<file path="src/rtl/matrix_mem_arbiter.sv">
// Two-requester round-robin arbiter sharing one synchronous-read memory, one access per cycle.
// Optional ownership locking is compiled in with `define MEM_ARB_LOCK_EN.
module matrix_mem_arbiter #(
    parameter int ADDR_WIDTH = 8,
    parameter int DATA_WIDTH = 8,
    parameter int MAX_LOCK   = 16
) (
    input  logic                  clk,
    input  logic                  rst,
    input  logic                  req0_i,
    input  logic                  req1_i,
    input  logic                  we0_i,
    input  logic                  we1_i,
    input  logic [ADDR_WIDTH-1:0] addr0_i,
    input  logic [ADDR_WIDTH-1:0] addr1_i,
    input  logic [DATA_WIDTH-1:0] wdata0_i,
    input  logic [DATA_WIDTH-1:0] wdata1_i,
    input  logic                  lock0_i,
    input  logic                  lock1_i,
    output logic                  gnt0_o,
    output logic                  gnt1_o,
    output logic                  rvalid0_o,
    output logic                  rvalid1_o,
    output logic [DATA_WIDTH-1:0] rdata0_o,
    output logic [DATA_WIDTH-1:0] rdata1_o,
    output logic                  mem_we_o,
    output logic [ADDR_WIDTH-1:0] mem_waddr_o,
    output logic [DATA_WIDTH-1:0] mem_wdata_o,
    output logic [ADDR_WIDTH-1:0] mem_raddr_o,
    input  logic [DATA_WIDTH-1:0] mem_rdata_i,
    output logic                  owner_o
);

    logic                  last_q, last_d;
    logic                  owner_q, owner_d;
    logic [1:0]            rv_pend_q, rv_pend_d;
    logic [ADDR_WIDTH-1:0] waddr_q, waddr_d;
    logic [ADDR_WIDTH-1:0] raddr_q, raddr_d;
    logic [DATA_WIDTH-1:0] wdata_q, wdata_d;

    logic                  hold0, hold1;
    logic                  any_gnt, sel_we;
    logic [ADDR_WIDTH-1:0] sel_addr;
    logic [DATA_WIDTH-1:0] sel_wdata;

`ifdef MEM_ARB_LOCK_EN
    localparam int CNT_W = $clog2(MAX_LOCK + 1);
    localparam logic [CNT_W-1:0] MAX_LOCK_C = CNT_W'(MAX_LOCK);

    logic             lock_act_q, lock_act_d;
    logic             lock_own_q, lock_own_d;
    logic [CNT_W-1:0] lock_cnt_q, lock_cnt_d, cnt_next;
    logic             sel_lock;

    // The owner keeps winning only while it still asserts both req and lock.
    assign hold0 = lock_act_q && !lock_own_q && req0_i && lock0_i;
    assign hold1 = lock_act_q &&  lock_own_q && req1_i && lock1_i;
`else
    logic unused_lock;
    localparam int UNUSED_MAX_LOCK = MAX_LOCK;

    assign unused_lock = lock0_i ^ lock1_i;
    assign hold0       = 1'b0;
    assign hold1       = 1'b0;
`endif

    // NOTE: every combinational output gets a default first so no latch is inferred.
    always_comb begin
        gnt0_o = 1'b0;
        gnt1_o = 1'b0;
        if (!rst) begin
            if (hold0) begin
                gnt0_o = 1'b1;
            end else if (hold1) begin
                gnt1_o = 1'b1;
            end else if (req0_i && req1_i) begin
                gnt0_o = last_q;
                gnt1_o = !last_q;
            end else begin
                gnt0_o = req0_i;
                gnt1_o = req1_i;
            end
        end
    end

    assign any_gnt   = gnt0_o | gnt1_o;
    assign sel_we    = gnt1_o ? we1_i    : we0_i;
    assign sel_addr  = gnt1_o ? addr1_i  : addr0_i;
    assign sel_wdata = gnt1_o ? wdata1_i : wdata0_i;

    // Memory ports follow the grant combinationally and otherwise hold their last value.
    always_comb begin
        waddr_d   = waddr_q;
        wdata_d   = wdata_q;
        raddr_d   = raddr_q;
        rv_pend_d = {gnt1_o & !we1_i, gnt0_o & !we0_i};
        last_d    = any_gnt ? gnt1_o : last_q;
        owner_d   = any_gnt ? gnt1_o : owner_q;
        if (any_gnt && sel_we) begin
            waddr_d = sel_addr;
            wdata_d = sel_wdata;
        end else if (any_gnt) begin
            raddr_d = sel_addr;
        end
    end

    assign mem_we_o    = any_gnt & sel_we;
    assign mem_waddr_o = waddr_d;
    assign mem_wdata_o = wdata_d;
    assign mem_raddr_o = raddr_d;
    assign rvalid0_o   = rv_pend_q[0];
    assign rvalid1_o   = rv_pend_q[1];
    assign rdata0_o    = mem_rdata_i;
    assign rdata1_o    = mem_rdata_i;
    assign owner_o     = owner_q;

    // NOTE: sequential state uses non-blocking assignments so every register samples pre-edge values.
    always_ff @(posedge clk or posedge rst) begin
        if (rst) begin
            last_q    <= 1'b1;
            owner_q   <= 1'b0;
            rv_pend_q <= '0;
            waddr_q   <= '0;
            wdata_q   <= '0;
            raddr_q   <= '0;
        end else begin
            last_q    <= last_d;
            owner_q   <= owner_d;
            rv_pend_q <= rv_pend_d;
            waddr_q   <= waddr_d;
            wdata_q   <= wdata_d;
            raddr_q   <= raddr_d;
        end
    end

`ifdef MEM_ARB_LOCK_EN
    assign sel_lock = gnt1_o ? lock1_i : lock0_i;
    assign cnt_next = (lock_act_q && lock_own_q == gnt1_o) ? lock_cnt_q + 1'b1 : CNT_W'(1);

    // Acquiring grant counts as the first locked grant; reaching MAX_LOCK forces release.
    always_comb begin
        lock_act_d = lock_act_q;
        lock_own_d = lock_own_q;
        lock_cnt_d = lock_cnt_q;
        if (lock_act_q && !(hold0 || hold1)) begin
            lock_act_d = 1'b0;
            lock_cnt_d = '0;
        end
        if (any_gnt) begin
            if (sel_lock && cnt_next < MAX_LOCK_C) begin
                lock_act_d = 1'b1;
                lock_own_d = gnt1_o;
                lock_cnt_d = cnt_next;
            end else begin
                lock_act_d = 1'b0;
                lock_cnt_d = '0;
            end
        end
    end

    always_ff @(posedge clk or posedge rst) begin
        if (rst) begin
            lock_act_q <= 1'b0;
            lock_own_q <= 1'b0;
            lock_cnt_q <= '0;
        end else begin
            lock_act_q <= lock_act_d;
            lock_own_q <= lock_own_d;
            lock_cnt_q <= lock_cnt_d;
        end
    end
`endif

endmodule

</file>
<file path="config.mk">
export PLATFORM = sky130hd
export DESIGN_NAME = matrix_mem_arbiter
export DESIGN_NICKNAME = d
export VERILOG_FILES = /design/src/rtl/matrix_mem_arbiter.sv
export SDC_FILE = /design/constraint.sdc
export NUM_CORES = 1
export LEC_CHECK = 0
export BUFFER_PORTS_ARGS = -buffer_cell sky130_fd_sc_hd__buf_2
export CORE_ASPECT_RATIO = 0.9
export CORE_UTILIZATION = 42
export DETAILED_ROUTE_END_ITERATION = 8
export PLACE_DENSITY = 0.79
export SLEW_MARGIN = 15
export SYNTH_ARGS = -nofsm -noshare
export SYNTH_HDL_FRONTEND = slang
export SYNTH_SLANG_ARGS = --single-unit
export TNS_END_PERCENT = 1
</file>
<file path="constraint.sdc">
create_clock -name clk -period 2.3 [get_ports clk]
set_clock_uncertainty 0.05 [all_clocks]
set_input_delay 0.23 -clock clk [delete_from_list [all_inputs] [get_ports clk]]
set_output_delay 0.23 -clock clk [all_outputs]
set_load 0.1 [all_outputs]
</file>
# --- Yosys cells after proc, flatten, opt, wreduce, memory -nomap -nowiden ---
# Index checks and enable logic that the tools add are counted.
op_classes:
  n_mux: 11
  reduce_logical: 5
  bitwise_logic: 4
ops:
  columns: ["cell", "n"]
  rows:
  - ["$mux 8", 6]
  - ["$mux 1", 5]
  - ["$and 1x1->1", 3]
  - ["$logic_not 1->1", 3]
  - ["$logic_and 1x1->1", 2]
  - ["$or 1x1->1", 1]
totals:
  reg_bits: 28
  wordCells: 26
  output_inout_bits: 46
  input_bits: 48

# --- Logic depth before layout (Yosys ltp) ---
depth:
  word_depth: 6
  ltp_mapped: 6
  ltp_nobuf: 4

# --- Least setup slack after synthesis ---
# OpenSTA, ideal clock, no wires.
synth_path:
  path_type: "reg-to-reg"
  startpoint: "reg last_q"
  endpoint: "reg owner_q, in the netlist owner_o"
  arrival_time_ns: 2.128
  t_required_ns: 2.059
  setup_time_ns: 0.191
  period_less_slack_ns: 2.369
  slack_ns: -0.069
  path_stages_with_launch: 5
  n_path_buf: 0
  path_cell_list: "dfstp_2 nand2b_1 nand2_1 nor2_1 nor2_1"
synth_via:
  elab_cells_between_ends: 6
  classes_between: "4 x mux; 1 x bitwise; 1 x reduce/logical"
synth_rtl:
  columns: ["item", "line_no", "source"]
  rows:
  - ["from (decl)", "34", "logic last_q, last_d;"]
  - ["from (signal assigned)", "127", "last_q <= last_d;"]
  - ["$mux 1", "76", "end else if (req0_i && req1_i) begin"]
  - ["$mux 1", "71", "if (!rst) begin"]
  - ["net gnt0_o", "20", "output logic gnt0_o,"]
  - ["$or 1x1->1", "86", "assign any_gnt = gnt0_o | gnt1_o;"]
  - ["to (signal assigned)", "128", "owner_q <= owner_d;"]
  - ["to (decl)", "35", "logic owner_q, owner_d;"]
# The timed path passes the listed nets, and every way through them passes these cells.
# A chain may end at the register's enable or synchronous reset.

# --- Final worst setup path ---
layout_path:
  startpoint: "reg last_q"
  endpoint: "out mem_raddr_o[1]"
layout_via:
  elab_chain_cells: 6
  elab_cells_between_ends: 11
  classes_between: "8 x mux; 1 x bitwise; 2 x reduce/logical"
layout_lines:
  columns: ["item", "line_no", "source"]
  rows:
  - ["$logic_not 1->1", "78", "gnt1_o = !last_q;"]
  - ["$mux 1", "76", null]
  - ["$mux 1", "71", null]
  - ["$mux 8 (tied with other cells)", "88", "assign sel_addr = gnt1_o ? addr1_i : addr0_i;"]
  - ["$mux 8 / $logic_and 1x1->1 (equally long branches)", "102, 99", null]
  - ["$mux 8 *", "99", "if (any_gnt && sel_we) begin"]
  - ["to (decl)", "29", "output logic [ADDR_WIDTH-1:0] mem_raddr_o,"]
# Mark *: on every way between the ends. The rest lies on a longest branch, timed or not.

==> results.yml <==
clocking:
  cts_max_level: 1
  worstSkewPairLatency_ps: 270
  clkTransAtPathRegs_ps: 90
  cts_tree: "built"
  root_buffer: "clkbuf_8"
  cts_buffer_depth: 2
  cts_made_buffers: 3
  numClockSinks: 28
setup_path:
  critPathTopFamily: "buffers and inverters"
  crit_type: "reg -> out"
  path_cells: "nand2_2, nand2_4, buf_6, buf_4, o32ai_4, buf_12, mux2_4, buf_12"
  crit_path_start_kind: "flop"
  crit_fanout: 8
  cp.arrival_ps: 2020
  crit_required_ps: 2020
  crit_top_cell: "buf_12"
  critPathCaptureType: "output pin"
  crit_path_max_incr_delay_ps: 570
  slowest_stage: "dfstp_2"
  cp_num_buf_inv: 4
detailed_routing:
  drt-vias-per-instance: 4.98
  drcViolationCount: 0
  routedLengthMet1_um: 1380
  routed_wl_um: 3700
  wl_met2_um: 1950
  drt_iter0_drc: 29
  wl_met3_um: 296
  antenna_left: 0
  vias: 1056
  route.top_layer_used: "met4"
  drt_pass1_iterations: 3
  wl_per_cell_um: 17.4
layout:
  drive_gt1_share_pct: 78.6
  final_cell_mix: "buf_2 (42), mux2_4 (30), dfrtp_1 (27), buf_12 (24), mux2_2 (10)"
  nNetsFinal: 217
  post-route-util_pct: 69.4
  syn2layout_area_growth_pct: 56.9
  final_cell_area_sq_um: 2350
  diodes: 0
  final_common_cell: "buf_2"
timing:
  slew_viol_final: 0
  min_period_over_period_pct: 100
  rsz0062_at_grt: "yes"
  min_period_ps: 2300
  whs_ps: 2.16
  tightestPinTransition_ps: 485
  slew_headroom_pct: 67.9
  finalHoldViolCount: 0
  setup_ws_ps: -1.60
  fmax_ghz: 0.434
  setup_viol: 3
floorplan:
  die_h_um: 58.6
  core_sq_um: 3380
  die_area_sq_um: 3800
  chipWidth_um: 64.9
  ios: 94
  num_rows: 20
  start_util_pct: 44.3
power:
  p_sw_mw: 1.42
  max-vdd-ir-drop_v: 0.000883
  netSwitchingFraction_pct: 47.9
  power_frac_comb_pct: 64.7
  finalPower_mw: 2.96
  leakage_nw: 1.17
  power.internal_mw: 1.54
  powerDensity_nw_per_um2: 1260
  pwr-share-clk_pct: 12.9
  p_seq_share_pct: 22.3
synthesis:
  synth.largest_area_cell: "dfrtp_1"
  netlist_area_sq_um: 1500
  ys_types: 17
  syn_inst: 104
  synthTopCellsByArea: "dfrtp_1 (45%), mux2_2 (18%), mux2_4 (16%), buf_4 (8.0%), buf_6 (2.3%)"
  synth.yosys.seq_area_share_pct: 46.9
  yosys_warnings: 0
  synth_nets: 152
  synth_top_cell_area_share_pct: 45.2
  synth_seq_cells: 28
  syn_avg_cell_area_sq_um: 14.4
global_route:
  track_usage_pct: 19.4
  overflow: 0
  grt_max_degree: 19
  grt_antenna_before_repair: 0
  grt_pass1_wl_um: 5350
  grt_pass1_vias: 1140
placed_design:
  gp_congestion: 0.736
  dp_hpwl_um: 2350
  numPortBuffers: 67
  placed_area_sq_um: 1900
outcome:
  status: "complete, but fails checks"
  violations: "setup timing"
min_path:
  hp-class: "in -> async"
job:
  max_cap_viol_count: 0
## power by group through the flow
stage / Sequential [mW] / Combinational (mW) / Clock [mW]
after floorplan: 0.681 / 1.33 / 0
after global placement: 0.657 / 1.54 / 0
after detailed placement: 0.664 / 1.56 / 0
after CTS: 0.658 / 1.84 / 0.397
after global routing: 0.673 / 1.96 / 0.416
final: 0.661 / 1.92 / 0.383
## final timing paths
path,startpoint,to,slack (ps),depth (start not counted)
max reg2reg,last_q,raddr_q[6],560,7
min,rst,rv_pend_q[0],2,2
min reg2reg,owner_o,owner_o,460,2
min in group clk,we0_i,rv_pend_q[0],120,2
max in group asynchronous,rst,last_q,1540,3
max,last_q,mem_raddr_o[1],-2,8
## area by class of cell
type / count / area, sq um
fill: 233 / 1030
multi-input combinational: 55 / 699
tap: 44 / 55.1
sequential: 28 / 702
clock buffer: 3 / 41.3
timing repair buffer: 79 / 811
clock inverter: 1 / 30.0
inverter: 2 / 7.51
## registers in the layout, indices dropped and copies added (netlist names)
| signal | cells |
|---|---|
| owner_o | 1 |
| last_q | 1 |
| rv_pend_q | 2 |
| waddr_q | 8 |
| raddr_q | 8 |
| wdata_q | 8 |
## cell families after synthesis
| logic type | Yosys count | share of synthesized area, % |
|---|---|---|
| AND/OR/NAND/NOR | 12 | 4.60 |
| AO/OA/AOI/OAI | 3 | 3.52 |
| multiplexers | 40 | 34.1 |
| flip-flops | 28 | 46.9 |
| buffers and inverters | 21 | 10.8 |
## synth_stat cells
cell type and n:
nand2_4 1, buf_6 3, inv_1 2, nand3_1 2
nand2_1 2, nor2_1 4, nand2b_1 1, a21oi_4 1
dfrtp_1 27, nor3_1 1, mux2_4 16, o32ai_4 1
buf_4 16, o22a_1 1, dfstp_2 1, nor2b_4 1
mux2_2 24
## layer usage
| layer | vias to the layer above | global-route usage (%) |
|---|---|---|
| met5 | - | 0 |
| met4 | 0 | 8.25 |
| met3 | 10 | 8.14 |
| met2 | 48 | 33.3 |
| met1 | 528 | 21.2 |
| li1 | 470 | - |
## per-stage QoR
step	worst slack, ps	setup TNS [ps]	cells
after global routing	-82.5	-1340	212
after global placement	106	0	200
final	-1.60	-3.48	212
after floorplan	68.8	0	104
after detailed placement	74.2	0	200
after CTS	-2.72	-2.72	211
## timing repair
action,in CTS,in global routing
resized for setup,66,13
cloned,0,0
setup buffers,7,1
endpoints found under the setup margin,24,24
pin swaps,3,3
hold buffers,0,0
Note: power is estimated with default switching activity, not from simulation.
